$ cat src/rtl/mem_pkg.sv
// Shared definitions for the MEM pipeline stage.
//   state_e           : MEM stage access FSM states
//   Funct3* constants : load/store width encodings carried in exe_funct3
//   is_misaligned()   : natural-alignment test for a load/store width and byte lane
package mem_pkg;

   typedef enum logic [1:0] {
      StIdle,
      StAccess,
      StDone
   } state_e;

   localparam logic [2:0] Funct3Lb  = 3'b000;
   localparam logic [2:0] Funct3Lh  = 3'b001;
   localparam logic [2:0] Funct3Lw  = 3'b010;
   localparam logic [2:0] Funct3Lbu = 3'b100;
   localparam logic [2:0] Funct3Lhu = 3'b101;
   localparam logic [2:0] Funct3Sb  = 3'b000;
   localparam logic [2:0] Funct3Sh  = 3'b001;
   localparam logic [2:0] Funct3Sw  = 3'b010;

   // funct3[1:0] encodes the access width for both loads and stores.
   function automatic logic is_misaligned(input logic [2:0] funct3, input logic [1:0] lane);
      unique case (funct3[1:0])
         2'b01:   return lane[0];
         2'b10:   return lane != 2'b00;
         default: return 1'b0;
      endcase
   endfunction

endpackage

$ cat src/rtl/lsu_align.sv
// Combinational byte-lane steering for the MEM stage.
//   funct3   : access width / signedness
//   lane     : byte address within the word (address bits [1:0])
//   st_data  : raw store operand (rs2)
//   ld_word  : full word returned by data memory
//   st_we    : per-byte write strobe for a store
//   st_wdata : store data replicated across the word
//   ld_data  : extracted and extended load result
// A halfword whose lane is odd falls back to lane 0; with the misalignment
// check enabled such accesses never reach memory, so the fallback is harmless.
module lsu_align
   import mem_pkg::*;
(
   input  logic [2:0]  funct3,
   input  logic [1:0]  lane,
   input  logic [31:0] st_data,
   input  logic [31:0] ld_word,
   output logic [3:0]  st_we,
   output logic [31:0] st_wdata,
   output logic [31:0] ld_data
);

   logic [1:0]  half_lane;
   logic [7:0]  ld_byte;
   logic [15:0] ld_half;

   assign half_lane = lane[0] ? 2'b00 : lane;

   always_comb begin
      st_we    = 4'b1111;
      st_wdata = st_data;
      unique case (funct3)
         Funct3Sb: begin
            st_we    = 4'b0001 << lane;
            st_wdata = {4{st_data[7:0]}};
         end
         Funct3Sh: begin
            st_we    = 4'b0011 << half_lane;
            st_wdata = {2{st_data[15:0]}};
         end
         default: ;
      endcase
   end

   always_comb begin
      ld_byte = ld_word[7:0];
      unique case (lane)
         2'd0: ld_byte = ld_word[7:0];
         2'd1: ld_byte = ld_word[15:8];
         2'd2: ld_byte = ld_word[23:16];
         2'd3: ld_byte = ld_word[31:24];
         default: ;
      endcase
   end

   assign ld_half = half_lane[1] ? ld_word[31:16] : ld_word[15:0];

   always_comb begin
      ld_data = ld_word;
      unique case (funct3)
         Funct3Lb:  ld_data = {{24{ld_byte[7]}}, ld_byte};
         Funct3Lbu: ld_data = {24'h0, ld_byte};
         Funct3Lh:  ld_data = {{16{ld_half[15]}}, ld_half};
         Funct3Lhu: ld_data = {16'h0, ld_half};
         default: ;
      endcase
   end

endmodule

$ cat src/rtl/mem_stage.sv
// MEM pipeline stage: drives a req/ack data-memory port and the MEM/WB register.
// Optional feature macro: MEM_MISALIGN_CHK_EN (misaligned accesses are dropped and flagged).
// Ports:
//   clk, rst                      : clock, asynchronous active-low reset
//   exe_*                         : EXE/MEM register contents (held by upstream while mem_stall)
//   dm_req/dm_we/dm_addr/dm_wdata : registered data-memory request (dm_we=0 means read)
//   dm_rdata/dm_ack               : data-memory response
//   mem_stall                     : freeze IF/ID/EXE and hold EXE/MEM
//   forward_memrddata             : combinational forwarding value to EXE
//   wb_*                          : MEM/WB register outputs
//   misalign_err                  : one-cycle pulse on a dropped misaligned access
// A memory instruction occupies IDLE (stall) -> ACCESS (stall until ack) -> DONE (retire).
module mem_stage
   import mem_pkg::*;
(
   input  logic        clk,
   input  logic        rst,
   input  logic [31:0] exe_pctoreg,
   input  logic [31:0] exe_aluout,
   input  logic [31:0] exe_rs2data,
   input  logic [4:0]  exe_rdaddr,
   input  logic [2:0]  exe_funct3,
   input  logic        exe_rdsrc,
   input  logic        exe_memread,
   input  logic        exe_memwrite,
   input  logic        exe_memtoreg,
   input  logic        exe_regwrite,
   output logic        dm_req,
   output logic [3:0]  dm_we,
   output logic [31:0] dm_addr,
   output logic [31:0] dm_wdata,
   input  logic [31:0] dm_rdata,
   input  logic        dm_ack,
   output logic        mem_stall,
   output logic [31:0] forward_memrddata,
   output logic [31:0] wb_rddata,
   output logic [31:0] wb_lddata,
   output logic [4:0]  wb_rdaddr,
   output logic        wb_memtoreg,
   output logic        wb_regwrite,
   output logic        misalign_err
);

   state_e      state_q, state_d;
   logic        dm_req_q, dm_req_d;
   logic [3:0]  dm_we_q, dm_we_d;
   logic [31:0] dm_addr_q, dm_addr_d;
   logic [31:0] dm_wdata_q, dm_wdata_d;
   logic [31:0] rdata_q, rdata_d;
   logic [31:0] wb_rddata_q, wb_rddata_d;
   logic [31:0] wb_lddata_q, wb_lddata_d;
   logic [4:0]  wb_rdaddr_q, wb_rdaddr_d;
   logic        wb_memtoreg_q, wb_memtoreg_d;
   logic        wb_regwrite_q, wb_regwrite_d;

   logic        mem_op;
   logic        misalign;
   logic [3:0]  st_we;
   logic [31:0] st_wdata;
   logic [31:0] ld_data;

   assign forward_memrddata = exe_rdsrc ? exe_pctoreg : exe_aluout;
   assign mem_op            = exe_memread | exe_memwrite;

`ifdef MEM_MISALIGN_CHK_EN
   assign misalign = mem_op & is_misaligned(exe_funct3, exe_aluout[1:0]);
`else
   assign misalign = 1'b0;
`endif

   lsu_align u_lsu_align (
      .funct3   (exe_funct3),
      .lane     (exe_aluout[1:0]),
      .st_data  (exe_rs2data),
      .ld_word  (rdata_q),
      .st_we    (st_we),
      .st_wdata (st_wdata),
      .ld_data  (ld_data)
   );

   // Access FSM and data-memory request.
   always_comb begin
      state_d    = state_q;
      mem_stall  = 1'b0;
      dm_req_d   = dm_req_q;
      dm_we_d    = dm_we_q;
      dm_addr_d  = dm_addr_q;
      dm_wdata_d = dm_wdata_q;
      rdata_d    = rdata_q;
      unique case (state_q)
         StIdle: begin
            if (mem_op && !misalign) begin
               mem_stall  = 1'b1;
               state_d    = StAccess;
               dm_req_d   = 1'b1;
               dm_addr_d  = {exe_aluout[31:2], 2'b00};
               dm_we_d    = exe_memwrite ? st_we : 4'b0000;
               dm_wdata_d = exe_memwrite ? st_wdata : 32'h0;
            end
         end
         StAccess: begin
            mem_stall = 1'b1;
            if (dm_ack) begin
               rdata_d  = dm_rdata;
               dm_req_d = 1'b0;
               state_d  = StDone;
            end
         end
         StDone: begin
            state_d = StIdle;
         end
         default: begin
            state_d  = StIdle;
            dm_req_d = 1'b0;
         end
      endcase
   end

   // MEM/WB register: bubble while stalled, otherwise retire the EXE/MEM instruction.
   always_comb begin
      wb_rddata_d   = 32'h0;
      wb_lddata_d   = 32'h0;
      wb_rdaddr_d   = 5'd0;
      wb_memtoreg_d = 1'b0;
      wb_regwrite_d = 1'b0;
      if (!mem_stall) begin
         wb_rddata_d   = forward_memrddata;
         wb_rdaddr_d   = exe_rdaddr;
         wb_memtoreg_d = exe_memtoreg;
         wb_regwrite_d = exe_regwrite & ~misalign;
         if (state_q == StDone && exe_memread) begin
            wb_lddata_d = ld_data;
         end
      end
   end

   always_ff @(posedge clk or negedge rst) begin
      if (!rst) begin
         state_q       <= StIdle;
         dm_req_q      <= 1'b0;
         dm_we_q       <= 4'b0000;
         dm_addr_q     <= 32'h0;
         dm_wdata_q    <= 32'h0;
         rdata_q       <= 32'h0;
         wb_rddata_q   <= 32'h0;
         wb_lddata_q   <= 32'h0;
         wb_rdaddr_q   <= 5'd0;
         wb_memtoreg_q <= 1'b0;
         wb_regwrite_q <= 1'b0;
      end else begin
         state_q       <= state_d;
         dm_req_q      <= dm_req_d;
         dm_we_q       <= dm_we_d;
         dm_addr_q     <= dm_addr_d;
         dm_wdata_q    <= dm_wdata_d;
         rdata_q       <= rdata_d;
         wb_rddata_q   <= wb_rddata_d;
         wb_lddata_q   <= wb_lddata_d;
         wb_rdaddr_q   <= wb_rdaddr_d;
         wb_memtoreg_q <= wb_memtoreg_d;
         wb_regwrite_q <= wb_regwrite_d;
      end
   end

`ifdef MEM_MISALIGN_CHK_EN
   logic misalign_q;

   always_ff @(posedge clk or negedge rst) begin
      if (!rst) begin
         misalign_q <= 1'b0;
      end else begin
         misalign_q <= misalign;
      end
   end

   assign misalign_err = misalign_q;
`else
   assign misalign_err = 1'b0;
`endif

   assign dm_req      = dm_req_q;
   assign dm_we       = dm_we_q;
   assign dm_addr     = dm_addr_q;
   assign dm_wdata    = dm_wdata_q;
   assign wb_rddata   = wb_rddata_q;
   assign wb_lddata   = wb_lddata_q;
   assign wb_rdaddr   = wb_rdaddr_q;
   assign wb_memtoreg = wb_memtoreg_q;
   assign wb_regwrite = wb_regwrite_q;

endmodule

$ cat config.mk
export PLATFORM = sky130hd
export DESIGN_NAME = mem_stage
export DESIGN_NICKNAME = d
export VERILOG_FILES = /design/src/rtl/mem_pkg.sv /design/src/rtl/lsu_align.sv /design/src/rtl/mem_stage.sv
export SDC_FILE = /design/constraint.sdc
export NUM_CORES = 1
export LEC_CHECK = 0
export BUFFER_PORTS_ARGS = -buffer_cell sky130_fd_sc_hd__buf_2
export CAP_MARGIN = 0
export CORE_UTILIZATION = 42
export DETAILED_ROUTE_END_ITERATION = 7
export GPL_TIMING_DRIVEN = 0
export MAX_ROUTING_LAYER = met4
export PLACE_DENSITY = 0.74
export REMOVE_ABC_BUFFERS = 1
export SYNTH_ARGS = -nofsm -noshare
export SYNTH_HDL_FRONTEND = slang
export SYNTH_SLANG_ARGS = --single-unit
$ cat constraint.sdc
create_clock -name clk -period 3.1 [get_ports clk]
set_input_delay 0.31 -clock clk [delete_from_list [all_inputs] [get_ports clk]]
set_output_delay 0.31 -clock clk [all_outputs]
set_load 0.005 [all_outputs]
==> run_summary.xml <==
<?xml version="1.0" encoding="UTF-8"?>
<metrics>
  <group name="sta">
    <metric name="final_max_slew_viol_count" unit="">0</metric>
    <metric name="timing.final.crit_period" unit="ns">2.93</metric>
    <metric name="measured_slew_at_the_worst_slew_check_pin" unit="ns">1.23</metric>
    <metric name="finalSetupTns" unit="ns">0</metric>
    <metric name="fmax" unit="GHz">0.341</metric>
    <metric name="slew-limit-headroom" unit="%">18.0</metric>
    <metric name="rsz_0062_raised_after_global_routing" unit="">yes</metric>
    <metric name="finalClockSkew" unit="ns">0.00861</metric>
    <metric name="finalHoldViolations" unit="">0</metric>
    <metric name="count_of_final_setup_violators" unit="">0</metric>
    <metric name="hold_slack" unit="ns">0.0720</metric>
    <metric name="fin_crit_sh" unit="%">94.5</metric>
  </group>
  <group name="synth">
    <metric name="synth_compound_gate_area_share" unit="%">9.17</metric>
    <metric name="synth_instances" unit="">638</metric>
    <metric name="synth_area_per_cell" unit="um^2">11.8</metric>
    <metric name="largest_family_of_logic_cells_by_synthesized_area" unit="">multiplexers</metric>
    <metric name="yosys_register_bits" unit="">172</metric>
    <metric name="synthMuxAreaShare" unit="%">16.0</metric>
    <metric name="ys_types" unit="">40</metric>
    <metric name="most_used_dff_post_synth" unit="">sky130_fd_sc_hd__dfrtp_1</metric>
    <metric name="synth-edff-count" unit="">0</metric>
    <metric name="synth_top_cells_by_count" unit="">172 x sky130_fd_sc_hd__dfrtp_1, 130 x sky130_fd_sc_hd__nand2_1, 59 x sky130_fd_sc_hd__mux2_2</metric>
    <metric name="synth_top_cells_by_area" unit="">sky130_fd_sc_hd__dfrtp_1 57%, sky130_fd_sc_hd__mux2_2 8.8%, sky130_fd_sc_hd__nand2_1 6.5%</metric>
    <metric name="synth_sequential_area_ratio" unit="%">57.3</metric>
    <metric name="post_synth_fa_ha_maj_area_fraction" unit="%">0</metric>
    <metric name="synthSimpleGateAreaFrac" unit="%">13.3</metric>
    <metric name="synthesis.yosys.warnings" unit="">0</metric>
    <metric name="synthDominantAreaCellType" unit="">sky130_fd_sc_hd__dfrtp_1</metric>
    <metric name="synthArstFlopShare" unit="%">100</metric>
    <metric name="yosysTopAreaCellShare" unit="%">57.3</metric>
    <metric name="synthMostInstantiatedCell" unit="">sky130_fd_sc_hd__dfrtp_1</metric>
    <metric name="synth_area" unit="um^2">7520</metric>
    <metric name="synth_xor_xnor_area_share" unit="%">0.117</metric>
  </group>
  <group name="worst_setup_path">
    <metric name="worst_path_cell_with_the_longest_stage_delay" unit="">sky130_fd_sc_hd__clkinvlp_4</metric>
    <metric name="critPathCaptureType" unit="">flop</metric>
    <metric name="critical-path-top-delay-family" unit="">buffers and inverters</metric>
    <metric name="crit_path_start" unit="">state_q[1]</metric>
    <metric name="critPathLaunchType" unit="">flop</metric>
    <metric name="r2r_end" unit="">rdata_q[10]</metric>
    <metric name="cp_num_buf_inv" unit="">1</metric>
    <metric name="crit-reg2reg-launch" unit="">state_q[1]</metric>
    <metric name="worstSetupPathType" unit="">reg2reg</metric>
    <metric name="worst-endpoint-required" unit="ns">3.42</metric>
    <metric name="worst-r2r-setup-slack" unit="ns">0.17</metric>
    <metric name="worst-endpoint-arrival" unit="ns">3.25</metric>
    <metric name="path_cells" unit="">nand3b_1, clkinvlp_4, o21ai_0</metric>
    <metric name="worstPathMaxFanout" unit="">40</metric>
    <metric name="critical_path.max_stage_delay" unit="ns">1.02</metric>
    <metric name="ff2ff_path_depth" unit="">3</metric>
  </group>
  <group name="route">
    <metric name="ant_nets" unit="">0</metric>
    <metric name="drt-wirelength-per-cell" unit="um">17.4</metric>
    <metric name="drt_drc_violations_left" unit="">0</metric>
    <metric name="first_pass_iters" unit="">4</metric>
    <metric name="vias" unit="">5865</metric>
    <metric name="detail_routed_via_count_per_cell" unit="">5.01</metric>
    <metric name="drt_iter0_markers" unit="">263</metric>
    <metric name="detailed_route_wire_length" unit="um">20400</metric>
  </group>
  <group name="min_path">
    <metric name="hold_path_end" unit="">rdata_q[22]</metric>
    <metric name="hold_path_class" unit="">in2reg</metric>
    <metric name="worst_hold_path.num_cells" unit="">3</metric>
    <metric name="worstHoldStart" unit="">dm_rdata[22]</metric>
  </group>
  <group name="placed_design">
    <metric name="place.gp.congestion" unit="">0.818</metric>
    <metric name="hpwlAfterDp" unit="um">14400</metric>
    <metric name="place_inst" unit="">1138</metric>
    <metric name="port_buffers" unit="">314</metric>
  </group>
  <group name="clocking">
    <metric name="cts_inserted_buffers" unit="">17</metric>
    <metric name="clkTransAtPathRegs" unit="ns">0.07</metric>
    <metric name="clock-sinks" unit="">172</metric>
    <metric name="clkLatencyLatePin" unit="ns">0.42</metric>
    <metric name="ctsLongestPathBuffers" unit="">2</metric>
    <metric name="cts_root_buf" unit="">sky130_fd_sc_hd__clkbuf_16</metric>
    <metric name="ctsHtreeMaxLevel" unit="">4</metric>
    <metric name="cts_tree" unit="">built</metric>
  </group>
  <group name="finish">
    <metric name="finalCoreUtilization" unit="%">56.6</metric>
    <metric name="insertedDiodeCount" unit="">0</metric>
    <metric name="area_delta_synth_final" unit="%">31.0</metric>
    <metric name="numnets_final" unit="">1077</metric>
    <metric name="post_route_cells_drive_above_1_share" unit="%">47.1</metric>
    <metric name="finalNonFillerCells" unit="">1171</metric>
  </group>
  <group name="global_routing">
    <metric name="grt_max_degree" unit="">97</metric>
    <metric name="groute.usage.overall" unit="%">22.7</metric>
    <metric name="grt_pass1_vias" unit="">5732</metric>
    <metric name="grt.overflow.total" unit="">0</metric>
    <metric name="antenna_found_initial" unit="">0</metric>
    <metric name="first_pass_grt_wire_length" unit="um">30500</metric>
  </group>
  <group name="outcome">
    <metric name="run_status" unit="">completed</metric>
  </group>
  <group name="floorplanning">
    <metric name="effective_utilization_at_floorplan" unit="%">43.2</metric>
    <metric name="core_region_area" unit="um^2">17400</metric>
    <metric name="rows" unit="">48</metric>
    <metric name="die_w" unit="um">136</metric>
    <metric name="io_pins" unit="">318</metric>
    <metric name="die_area" unit="um^2">18400</metric>
    <metric name="chipHeight" unit="um">136</metric>
  </group>
  <group name="power_and_ir_drop">
    <metric name="worst_ir_drop_vdd" unit="V">0.000565</metric>
    <metric name="finalPower" unit="mW">8.23</metric>
    <metric name="cellLeakagePower" unit="nW">5.22</metric>
    <metric name="power-per-cell-area" unit="nW/um^2">835</metric>
  </group>
  <group name="flow_run">
    <metric name="cap_viol_max_count" unit="">0</metric>
  </group>
</metrics>
## cell usage in the layout (no fill, tap or decap), types with 3 or more instances in the layout
cell                         instances
sky130_fd_sc_hd__nor2_1             12
sky130_fd_sc_hd__dfrtp_1           172
sky130_fd_sc_hd__buf_12              3
sky130_fd_sc_hd__clkbuf_16          17
sky130_fd_sc_hd__or2_2              17
sky130_fd_sc_hd__conb_1              3
sky130_fd_sc_hd__buf_2             313
sky130_fd_sc_hd__clkinvlp_4          3
sky130_fd_sc_hd__a211oi_1            9
sky130_fd_sc_hd__mux2_1              9
sky130_fd_sc_hd__inv_6               4
sky130_fd_sc_hd__nor3_1              4
sky130_fd_sc_hd__mux4_2              6
sky130_fd_sc_hd__inv_1              10
sky130_fd_sc_hd__mux2_2             59
sky130_fd_sc_hd__a221oi_1            5
sky130_fd_sc_hd__o21ai_1            10
sky130_fd_sc_hd__a21oi_1            10
sky130_fd_sc_hd__a22o_1             34
sky130_fd_sc_hd__mux2i_1            23
sky130_fd_sc_hd__nor2b_1            39
sky130_fd_sc_hd__o21ai_0            16
sky130_fd_sc_hd__nand2_1           130
sky130_fd_sc_hd__clkinv_4            3
## worst max-delay path by stage
stage	to	cells past startpoint
floorplan	dm_addr[10]	2
global placement	dm_wdata[14]	1
detailed placement	rdata_q[11]	3
CTS	rdata_q[11]	3
global route	rdata_q[10]	3
finish	rdata_q[10]	3
## metrics by stage
step | setup WS, ns | area (um^2)
floorplan | 0.697 | 7260
global placement | -0.995 | 9110
detailed placement | 0.0879 | 9230
finish | 0.171 | 9850
global route | 0.00568 | 9850
CTS | 0.0995 | 9840
## final cells by class
cell class,count,area [um^2]
sequential,172,4300
multi-input combinational,412,2930
inverter,11,45.0
clock buffer,19,453
tap,225,282
clock inverter,13,153
fill,1525,7570
timing repair buffer,319,1680
## routing by layer
metal | track usage, % | wire length, um | vias up
li1 | - | - | 2762
met1 | 27.4 | 8400 | 2871
met2 | 35.3 | 9930 | 206
met3 | 6.81 | 1600 | 26
met4 | 9.18 | 457 | 0
met5 | - | 0 | -
## state kept, by name, summed over array words and instances (netlist names)
register,cells
state_q,2
wb_rdaddr,5
dm_addr,30
wb_memtoreg,1
wb_lddata,32
dm_wdata,32
wb_regwrite,1
dm_req,1
rdata_q,32
dm_we,4
wb_rddata,32
## worst min-delay path: cells and delay by family
| family | cells | cell delay (ns) |
|---|---|---|
| buf+inv | 1 | 0.07 |
| simple gates | 2 | 0.08 |
## cell families (layout without fill, tap and decap cells)
| family | Yosys count | in the layout |
|---|---|---|
| compound gates | 93 | 93 |
| simple gates | 215 | 215 |
| mux | 100 | 100 |
| buf+inv | 56 | 362 |
| other cells | 1 | 3 |
| xor+xnor | 1 | 1 |
| flops | 172 | 172 |
## what timing repair did
action | CTS | global route
endpoints found under the setup margin | 0 | 30
resized for setup | 0 | 4
endpoints found under the hold margin | 76 | 0
hold buffers | 1 | 0
buffers inserted | 0 | 0
## where the power goes
| part | switching, mW | internal, mW | total [mW] |
|---|---|---|---|
| sequential | 0.445 | 3.01 | 3.46 |
| combinational | 1.30 | 1.30 | 2.60 |
| clock | 0.922 | 1.25 | 2.17 |
| total | 2.67 | 5.56 | 8.23 |
No activity file was read; power rests on OpenSTA's default activity.
